===== config.mk =====
export PLATFORM = sky130hd
export DESIGN_NAME = vc_dest_router_flat
export DESIGN_NICKNAME = d
export VERILOG_FILES = /design/src/rtl/router_pkg.sv /design/src/rtl/vc_dest_router_if.sv /design/src/rtl/vc_dest_router_arb2.sv /design/src/rtl/vc_dest_router.sv /design/src/flat_wrapper.sv
export SDC_FILE = /design/constraint.sdc
export NUM_CORES = 1
export LEC_CHECK = 0
export CAP_MARGIN = 20
export CORE_ASPECT_RATIO = 1.25
export CORE_MARGIN = 5
export CORE_UTILIZATION = 30
export DETAILED_ROUTE_END_ITERATION = 16
export PLACE_DENSITY = 0.73
export SLEW_MARGIN = 15
export SYNTH_ARGS = -nofsm -noshare
export SYNTH_HDL_FRONTEND = slang
export SYNTH_SLANG_ARGS = --single-unit

===== constraint.sdc =====
create_clock -name clk -period 1.5 [get_ports clk]
set_input_delay 0.375 -clock clk [delete_from_list [all_inputs] [get_ports clk]]
set_output_delay 0.375 -clock clk [all_outputs]
set_load 0.02 [all_outputs]

===== src/rtl/router_pkg.sv =====
// Shared definitions for the VC-to-destination routing stage: FSM state
// encodings, destination codes and default geometry.
package router_pkg;

    typedef logic [1:0] state_t;

    // FSM state encodings
    localparam logic [1:0] ST_IDLE = 2'd0;
    localparam logic [1:0] ST_WAIT = 2'd1;
    localparam logic [1:0] ST_HOLD = 2'd2;

    // Value of the routing bit selecting each destination FIFO
    localparam logic DEST_D0 = 1'b0;
    localparam logic DEST_D1 = 1'b1;

    // Default word geometry shared with the VC and destination FIFOs
    localparam int DATA_SIZE_DEFAULT = 6;
    localparam int DEST_BIT_DEFAULT  = 4;

endpackage


===== src/rtl/vc_dest_router_if.sv =====
// Bus between the routing stage and its surrounding FIFOs: VC FIFO pop side,
// destination FIFO push side, and the idle indication.
// master: the router.  slave: the FIFO side (or a testbench standing in for it).
interface vc_dest_router_if #(
    parameter int DATA_SIZE = router_pkg::DATA_SIZE_DEFAULT
);
    logic                 vc0_empty;
    logic                 vc1_empty;
    logic [DATA_SIZE-1:0] vc0_data;
    logic [DATA_SIZE-1:0] vc1_data;
    logic                 pause_d0;
    logic                 pause_d1;
    logic                 pop_vc0;
    logic                 pop_vc1;
    logic                 push_d0;
    logic                 push_d1;
    logic [DATA_SIZE-1:0] data_d0;
    logic [DATA_SIZE-1:0] data_d1;
    logic                 idle;

    modport master (
        input  vc0_empty, vc1_empty, vc0_data, vc1_data, pause_d0, pause_d1,
        output pop_vc0, pop_vc1, push_d0, push_d1, data_d0, data_d1, idle
    );

    modport slave (
        output vc0_empty, vc1_empty, vc0_data, vc1_data, pause_d0, pause_d1,
        input  pop_vc0, pop_vc1, push_d0, push_d1, data_d0, data_d1, idle
    );
endinterface


===== src/rtl/vc_dest_router_arb2.sv =====
// vc_arb2: two-request picker producing a one-hot grant when enabled.
// Optional feature macro: ROUTER_RR_EN -- when defined, a tie between both
// requests goes to the VC that was not popped last; otherwise VC0 always wins.
module vc_arb2
    import router_pkg::*;
(
    input  logic       en,
    input  logic [1:0] req,
    input  logic       last,
    output logic [1:0] grant
);

`ifdef ROUTER_RR_EN
    // Round-robin pick: on a tie prefer the VC other than the last one popped
    always_comb begin
        grant = 2'b00;
        if (en) begin
            if (req == 2'b11) begin
                grant = last ? 2'b01 : 2'b10;
            end else if (req[0]) begin
                grant = 2'b01;
            end else if (req[1]) begin
                grant = 2'b10;
            end
        end
    end
`else
    // History is irrelevant under fixed priority
    logic unused_last;
    assign unused_last = last;

    // Fixed-priority pick: VC0 first, then VC1
    always_comb begin
        grant = 2'b00;
        if (en) begin
            if (req[0]) begin
                grant = 2'b01;
            end else if (req[1]) begin
                grant = 2'b10;
            end
        end
    end
`endif

endmodule


===== src/rtl/vc_dest_router.sv =====
// vc_dest_router: pops words from two VC FIFOs, holds each for one stage and
// pushes it to destination FIFO D0 or D1 selected by word bit DEST_BIT.
// The destination pause flag stalls the whole stage (head-of-line blocking).
// Optional feature macro: ROUTER_RR_EN -- alternate VC picks when both VCs
// have data (tracked by last_q); undefined gives strict VC0 priority.
module vc_dest_router
    import router_pkg::*;
#(
    parameter int DATA_SIZE = DATA_SIZE_DEFAULT,
    parameter int DEST_BIT  = DEST_BIT_DEFAULT
) (
    input  logic             clk,
    input  logic             reset,
    vc_dest_router_if.master bus
);

    logic [1:0]           state_q;
    logic [1:0]           state_d;
    logic                 src_q;
    logic [DATA_SIZE-1:0] hold_q;
    logic                 dest;
    logic                 dest_pause;
    logic                 in_hold;
    logic                 push_ok;
    logic                 pop_allowed;
    logic [1:0]           grant;
    logic                 last;

    assign in_hold    = (state_q == ST_HOLD);
    assign dest       = hold_q[DEST_BIT];
    assign dest_pause = (dest == DEST_D1) ? bus.pause_d1 : bus.pause_d0;

    // Strobes are forced low while reset is held so nothing leaks out to the
    // FIFOs before the stage is released.
    assign push_ok     = !reset && in_hold && !dest_pause;
    assign pop_allowed = !reset && ((state_q == ST_IDLE) || push_ok);

    vc_arb2 u_arb (
        .en    (pop_allowed),
        .req   ({!bus.vc1_empty, !bus.vc0_empty}),
        .last  (last),
        .grant (grant)
    );

`ifdef ROUTER_RR_EN
    logic last_q;

    // Remember which VC was popped most recently; starts at VC1 so VC0 goes first
    always_ff @(posedge clk or posedge reset) begin
        if (reset) begin
            last_q <= 1'b1;
        end else if (grant != 2'b00) begin
            last_q <= grant[1];
        end
    end

    assign last = last_q;
`else
    assign last = 1'b1;
`endif

    // Next-state: IDLE/HOLD issue pops, WAIT always lands in HOLD, pause holds HOLD
    always_comb begin
        state_d = state_q;
        case (state_q)
            ST_IDLE: begin
                if (grant != 2'b00) begin
                    state_d = ST_WAIT;
                end
            end
            ST_WAIT: begin
                state_d = ST_HOLD;
            end
            ST_HOLD: begin
                if (push_ok) begin
                    state_d = (grant != 2'b00) ? ST_WAIT : ST_IDLE;
                end
            end
            default: begin
                state_d = ST_IDLE;
            end
        endcase
    end

    // State register
    always_ff @(posedge clk or posedge reset) begin
        if (reset) begin
            state_q <= ST_IDLE;
        end else begin
            state_q <= state_d;
        end
    end

    // Record the source VC of each pop so WAIT captures the right data bus
    always_ff @(posedge clk or posedge reset) begin
        if (reset) begin
            src_q <= 1'b0;
        end else if (grant != 2'b00) begin
            src_q <= grant[1];
        end
    end

    // Capture the popped word in WAIT; it stays put until the next WAIT
    always_ff @(posedge clk or posedge reset) begin
        if (reset) begin
            hold_q <= '0;
        end else if (state_q == ST_WAIT) begin
            hold_q <= src_q ? bus.vc1_data : bus.vc0_data;
        end
    end

    assign bus.pop_vc0 = grant[0];
    assign bus.pop_vc1 = grant[1];
    assign bus.push_d0 = push_ok && (dest == DEST_D0);
    assign bus.push_d1 = push_ok && (dest == DEST_D1);
    assign bus.data_d0 = hold_q;
    assign bus.data_d1 = hold_q;
    assign bus.idle    = (state_q == ST_IDLE) && (grant == 2'b00);

endmodule

===== src/flat_wrapper.sv =====
// flat-port wrapper written by rule: the top's interface ports become plain ports
module vc_dest_router_flat import router_pkg::*;
#(
    parameter int DATA_SIZE = DATA_SIZE_DEFAULT,
    parameter int DEST_BIT  = DEST_BIT_DEFAULT
)
  (clk, reset, bus_vc0_empty, bus_vc1_empty, bus_vc0_data, bus_vc1_data, bus_pause_d0, bus_pause_d1, bus_pop_vc0, bus_pop_vc1, bus_push_d0, bus_push_d1, bus_data_d0, bus_data_d1, bus_idle);
  vc_dest_router_if #(.DATA_SIZE(DATA_SIZE)) bus_i ();
  input  logic clk;
  input  logic reset;
  input wire logic [$bits(bus_i.vc0_empty)-1:0] bus_vc0_empty;
  input wire logic [$bits(bus_i.vc1_empty)-1:0] bus_vc1_empty;
  input wire logic [$bits(bus_i.vc0_data)-1:0] bus_vc0_data;
  input wire logic [$bits(bus_i.vc1_data)-1:0] bus_vc1_data;
  input wire logic [$bits(bus_i.pause_d0)-1:0] bus_pause_d0;
  input wire logic [$bits(bus_i.pause_d1)-1:0] bus_pause_d1;
  output wire logic [$bits(bus_i.pop_vc0)-1:0] bus_pop_vc0;
  output wire logic [$bits(bus_i.pop_vc1)-1:0] bus_pop_vc1;
  output wire logic [$bits(bus_i.push_d0)-1:0] bus_push_d0;
  output wire logic [$bits(bus_i.push_d1)-1:0] bus_push_d1;
  output wire logic [$bits(bus_i.data_d0)-1:0] bus_data_d0;
  output wire logic [$bits(bus_i.data_d1)-1:0] bus_data_d1;
  output wire logic [$bits(bus_i.idle)-1:0] bus_idle;
  assign bus_i.vc0_empty = bus_vc0_empty;
  assign bus_i.vc1_empty = bus_vc1_empty;
  assign bus_i.vc0_data = bus_vc0_data;
  assign bus_i.vc1_data = bus_vc1_data;
  assign bus_i.pause_d0 = bus_pause_d0;
  assign bus_i.pause_d1 = bus_pause_d1;
  assign bus_pop_vc0 = bus_i.pop_vc0;
  assign bus_pop_vc1 = bus_i.pop_vc1;
  assign bus_push_d0 = bus_i.push_d0;
  assign bus_push_d1 = bus_i.push_d1;
  assign bus_data_d0 = bus_i.data_d0;
  assign bus_data_d1 = bus_i.data_d1;
  assign bus_idle = bus_i.idle;
  vc_dest_router #(.DATA_SIZE(DATA_SIZE), .DEST_BIT(DEST_BIT)) u_core (.clk(clk), .reset(reset), .bus(bus_i));
endmodule

Word level (Yosys, flattened, before mapping)
Cells that the tools add are included.
{ "word_totals": {"latch_bits": 0, "memories": 0, "inputBits": 18, "regBits": 9, "romBits": 0, "ramBits": 0, "elab_cells": 30, "out_inout_bits": 17} }
{ "op_classes": {"eq_ne": 4, "n_reduce_logical": 13, "order_cmp": 0, "n_addsub": 0, "n_mul": 0, "div_mod_pow": 0, "muxes": 9, "bitwise": 1, "shifts": 0} }
{ "op_table": {"columns": ["operator", "n"], "rows": [
  ["2-bit 2-to-1 mux", 5],
  ["1-bit logical AND", 6],
  ["6-bit 2-to-1 mux", 1],
  ["2-bit one-hot mux with 3 select lines", 1],
  ["2-bit logical NOT", 2],
  ["2-bit by 1-bit equality test with 1-bit output, second input constant", 1],
  ["2-bit equality test, second input constant", 1],
  ["1-bit logical NOT", 2],
  ["1-bit 2-to-1 mux", 2],
  ["2-bit by 1-bit inequality test with 1-bit output, second input constant", 1],
  ["2-bit inequality test, second input constant", 1],
  ["2-bit AND reduction", 1],
  ["2-bit nonzero test", 1],
  ["1-bit logical OR", 1],
  ["1-bit inverter", 1]
]} }

Depth between registers and ports, before layout
{ "depth": {"word_depth": 10, "ltp_mapped": 4, "depth_no_buf": 3} }

By module
A second synthesis with hierarchy kept.
{ "hier_totals": {"cells_unflattened": 50, "area_unflattened_um2": 606.8} }
{ "by_module_without_submodules": {"columns": ["module", "area_each_um2", "instances", "seq_area_each_um2", "cells_each"], "rows": [
  ["vc_dest_router", 590.6, 1, 225.2, 48],
  ["vc_arb2", 16.3, 1, 0.0, 2]
]} }

Worst setup path after synthesis
OpenSTA, ideal clock, no wires.
{ "synth_timing": {"kind": "register -> output", "startpoint": "register u_core.hold_q[4] (netlist: u_core.bus.data_d0[4])", "endpoint": "output port bus_pop_vc1", "slack_ps": -400, "arrival_time_ps": 1525, "stages_incl_launch_ff": 4, "n_path_buf": 0, "required_time_ps": 1125, "cell_sequence": "dfrtp_1 mux2_4 a211o_1 nor3b_2"} }
{ "synth_between": {"elab_chain_len": 6} }
{ "synth_lines": {"columns": ["element", "line_no", "text"], "rows": [
  ["start, declared", "vc_dest_router.sv:20", "logic [DATA_SIZE-1:0] hold_q;"],
  ["start signal, assigned", "vc_dest_router.sv:108", "hold_q <= src_q ? bus.vc1_data : bus.vc0_data;"],
  ["1-bit 2-to-1 mux", "vc_dest_router.sv:31", "assign dest_pause = (dest == DEST_D1) ? bus.pause_d1 : bus.pause_d0;"],
  ["1-bit logical NOT", "vc_dest_router.sv:35", "assign push_ok = !reset && in_hold && !dest_pause;"],
  ["1-bit logical AND", "vc_dest_router.sv:35", null],
  ["1-bit logical OR", "vc_dest_router.sv:36", "assign pop_allowed = !reset && ((state_q == ST_IDLE) || push_ok);"],
  ["1-bit logical AND", "vc_dest_router.sv:36", null],
  ["2-bit 2-to-1 mux", "vc_dest_router_arb2.sv:35", "if (en) begin"],
  ["end, declared", "flat_wrapper.sv:18", "output wire logic [$bits(bus_i.pop_vc1)-1:0] bus_pop_vc1;"]
]} }
No other way between the ends.

Final worst setup path
Same ends and word-level chain as after synthesis.

==> impl_metrics.py <==
metrics = {
    "logic_synthesis": {
        "synthAdderAreaFrac": 0,
        "synth_nets": 70,
        "yosysTopAreaCell": "dfrtp_1",
        "synth-xor-area-share": 0,
        "synthTopCellsByArea": "dfrtp_1 44%, mux2i_1 12%, buf_4 8.8%, nand2_1 5.9%, o21ai_1 4.9%",
        "syn_area_um2": 510,
        "synth-seq-cells": 9,
        "ys_types": 20,
        "synth_simple_gate_area_frac": 0.150,
        "yosysSeqAreaShare": 0.441,
        "synth_top_area_frac": 0.441,
        "yosys_warnings": 0,
        "synth_top_family_by_area": "compound AO/OA/AOI/OAI gates",
        "syn_area_per_cell_um2": 9.82,
        "synth_compound_area_frac": 0.152,
        "muxShareOfSynthArea": 0.147,
        "postSynthCellCount": 52,
    },
    "clock_tree": {
        "cts_root_buf": "clkbuf_4",
        "cts_hold_buf": 0,
        "cts_buffer_depth": 2,
        "clock_latency_ns": 0.26,
        "htreeDepth": 1,
        "cts_sinks": 9,
        "clk_pin_slew_ns": 0.06,
        "cts_tree": "yes",
        "cts_inserted_buffers": 3,
    },
    "floorplan": {
        "die_h_um": 56.1,
        "io_pins": 35,
        "die_area_mm2": 0.00263,
        "core_mm2": 0.00160,
        "start_util": 0.319,
        "die_w_um": 46.9,
        "row_count": 16,
    },
    "power": {
        "pwr-share-clk": 0.110,
        "p_leak_nw": 0.486,
        "switching_share": 0.426,
        "peakVddDrop_mv": 0.877,
        "p_int_w": 0.000950,
        "p_sw_w": 0.000704,
        "seqPwrFrac": 0.284,
        "p_per_area_mw_per_mm2": 1650,
        "combPwrFrac": 0.606,
    },
    "layout": {
        "synthToLayoutAreaGrowth_pct": 96.6,
        "layout-drive-gt1-share": 0.385,
        "final_cell_mix": "15 x dlygate4sd2_1, 12 x clkdlybuf4s50_1, 12 x buf_4, 8 x dfrtp_1",
        "nets": 115,
        "diodes": 0,
        "final_common_cell": "dlygate4sd2_1",
        "final_util": 0.627,
    },
    "grt": {
        "grt_pass1_wl_um": 2380,
        "grt-ovfl-total": 0,
        "antenna_found_initial": 0,
        "grt_max_degree": 14,
        "grt_use_total": 0.126,
        "grt_pass1_vias": 578,
    },
    "sta": {
        "timing.final.ws_setup_ns": -0.571,
        "rsz0062_at_grt": "true",
        "slew_violations": 0,
        "fmax_mhz": 483,
        "fin_crit_sh": 1.38,
        "slew_headroom": 0.714,
        "whs_ns": 0.390,
        "setup_viol": 6,
        "tightest_slew_ns": 0.429,
        "clock-skew-final_ns": 0.00496,
        "period_minus_slack_ns": 2.07,
        "fin_tns_setup_ns": -1.42,
        "hold_violations": 0,
    },
    "worst_setup_path": {
        "end_kind": "output pin",
        "reg2reg_from": "u_core.bus.data_d0[4]$_DFFE_PP0N_",
        "ff2ff_path_depth": 5,
        "cp_data_arrival_time_ns": 1.70,
        "cp.required_ns": 1.12,
        "worstSetupPathType": "reg -> out",
        "reg2reg_slack_ns": -0.03,
        "crit_path_start_kind": "register",
        "path_max_fanout": 3,
        "rr_endpoint": "u_core.src_q$_DFFE_PP0P_",
    },
    "detailed_routing": {
        "drc": 0,
        "routed_wl_um": 1510,
        "firstDrtPassIters": 2,
        "vias": 543,
        "met2_length_um": 809,
        "first_iter_violations": 3,
        "route.layer.met1.wl_um": 487,
        "ant_nets": 0,
        "highest_layer": "met4",
        "via_per_inst": 4.76,
        "routedWlPerCell_um": 13.2,
        "dr_wl_met3_um": 174,
    },
    "flow_run": {
        "cap_violations": 0,
    },
    "place": {
        "place.gp.congestion": 0.658,
        "portBuffers": 34,
        "hpwl_um": 1160,
    },
    "run_status": {
        "outcome": "complete, but fails checks",
        "violations": "setup timing",
    },
    "min_path": {
        "hp-class": "in -> async",
    },
}
==> area by class of cell <==
| type | instances | area, um2 |
|---|---|---|
| clock buffers | 4 | 26.3 |
| inverters | 1 | 3.75 |
| well taps | 18 | 22.5 |
| fillers | 155 | 598 |
| multi-input cells | 34 | 294 |
| flip-flops and latches | 9 | 226 |
| repair buffers | 48 | 430 |
==> synth_stat cells <==
master	count
nand2_1	8
nor2_1	1
buf_1	1
o21ai_1	5
dfrtp_1	9
nor3_1	2
inv_1	1
a21oi_1	2
nor2b_1	1
o21ai_0	2
buf_4	6
o22a_1	1
mux2i_1	6
nor3b_1	1
clkbuf_1	1
mux2_4	1
nor3b_2	1
a211o_1	1
nand2b_1	1
a2111oi_2	1
==> registers in the layout, indices dropped and copies added, names as in the netlist <==
| register | cells |
|---|---|
| u_core.bus.data_d0 | 6 |
| u_core.state_q | 2 |
| u_core.src_q | 1 |
==> power groups by stage <==
stage	clock [W]	combinational [W]	sequential, W
finish	0.000182	0.00100	0.000470
global placement	0	0.000987	0.000472
global route	0.000197	0.00108	0.000492
CTS	0.000190	0.000919	0.000472
detailed placement	0	0.000998	0.000478
floorplan	0	0.000512	0.000540
==> stage by stage <==
| step | power (W) | instance area [um2] | setup slack (ns) | std cells |
|---|---|---|---|---|
| after global placement | 0.00146 | 918 | -1.09 | 107 |
| after floorplan | 0.00105 | 526 | -0.296 | 52 |
| after detailed placement | 0.00148 | 918 | -1.17 | 107 |
| after global routing | 0.00177 | 1000 | -0.620 | 114 |
| final | 0.00165 | 1000 | -0.571 | 114 |
| after CTS | 0.00158 | 952 | -0.582 | 111 |
==> worst max-delay path, cell delays in order (launching register included) <==
cell and delay, ns:
dfrtp_2 0.42, mux2_4 0.31, a211o_4 0.36, nor3b_4 0.20
buf_6 0.15
==> cells by family (layout without fill, tap and decap cells) <==
kind of cell / after synthesis / count (layout)
compound gates: 12 / 12
buf+inv: 9 / 53
simple gates: 15 / 15
mux: 7 / 7
flops: 9 / 9
==> repair_timing <==
item                                    CTS  global route
gates resized for setup                  56             9
pin swaps                                 5             2
endpoints found under the setup margin   18             8
setup buffers                             0             3
==> metal layers <==
| layer | GRT usage | vias to the layer above |
|---|---|---|
| li1 | - | 264 |
| met1 | 0.117 | 247 |
| met2 | 0.221 | 28 |
| met3 | 0.0518 | 4 |
| met4 | 0.0632 | 0 |
| met5 | 0 | - |
==> worst max path at each step <==
stage,from,end,slack (ns)
floorplan,u_core.bus.data_d0[4]$_DFFE_PP0N_,bus_pop_vc1,-0.30
global placement,bus_pause_d1,bus_pop_vc1,-1.09
detailed placement,bus_pause_d1,bus_pop_vc1,-1.17
CTS,u_core.bus.data_d0[4]$_DFFE_PP0N_,bus_pop_vc1,-0.58
global route,u_core.bus.data_d0[4]$_DFFE_PP0N_,bus_pop_vc1,-0.62
finish,u_core.bus.data_d0[4]$_DFFE_PP0N_,bus_pop_vc1,-0.57
Note: power is estimated with default switching activity, not from simulation.
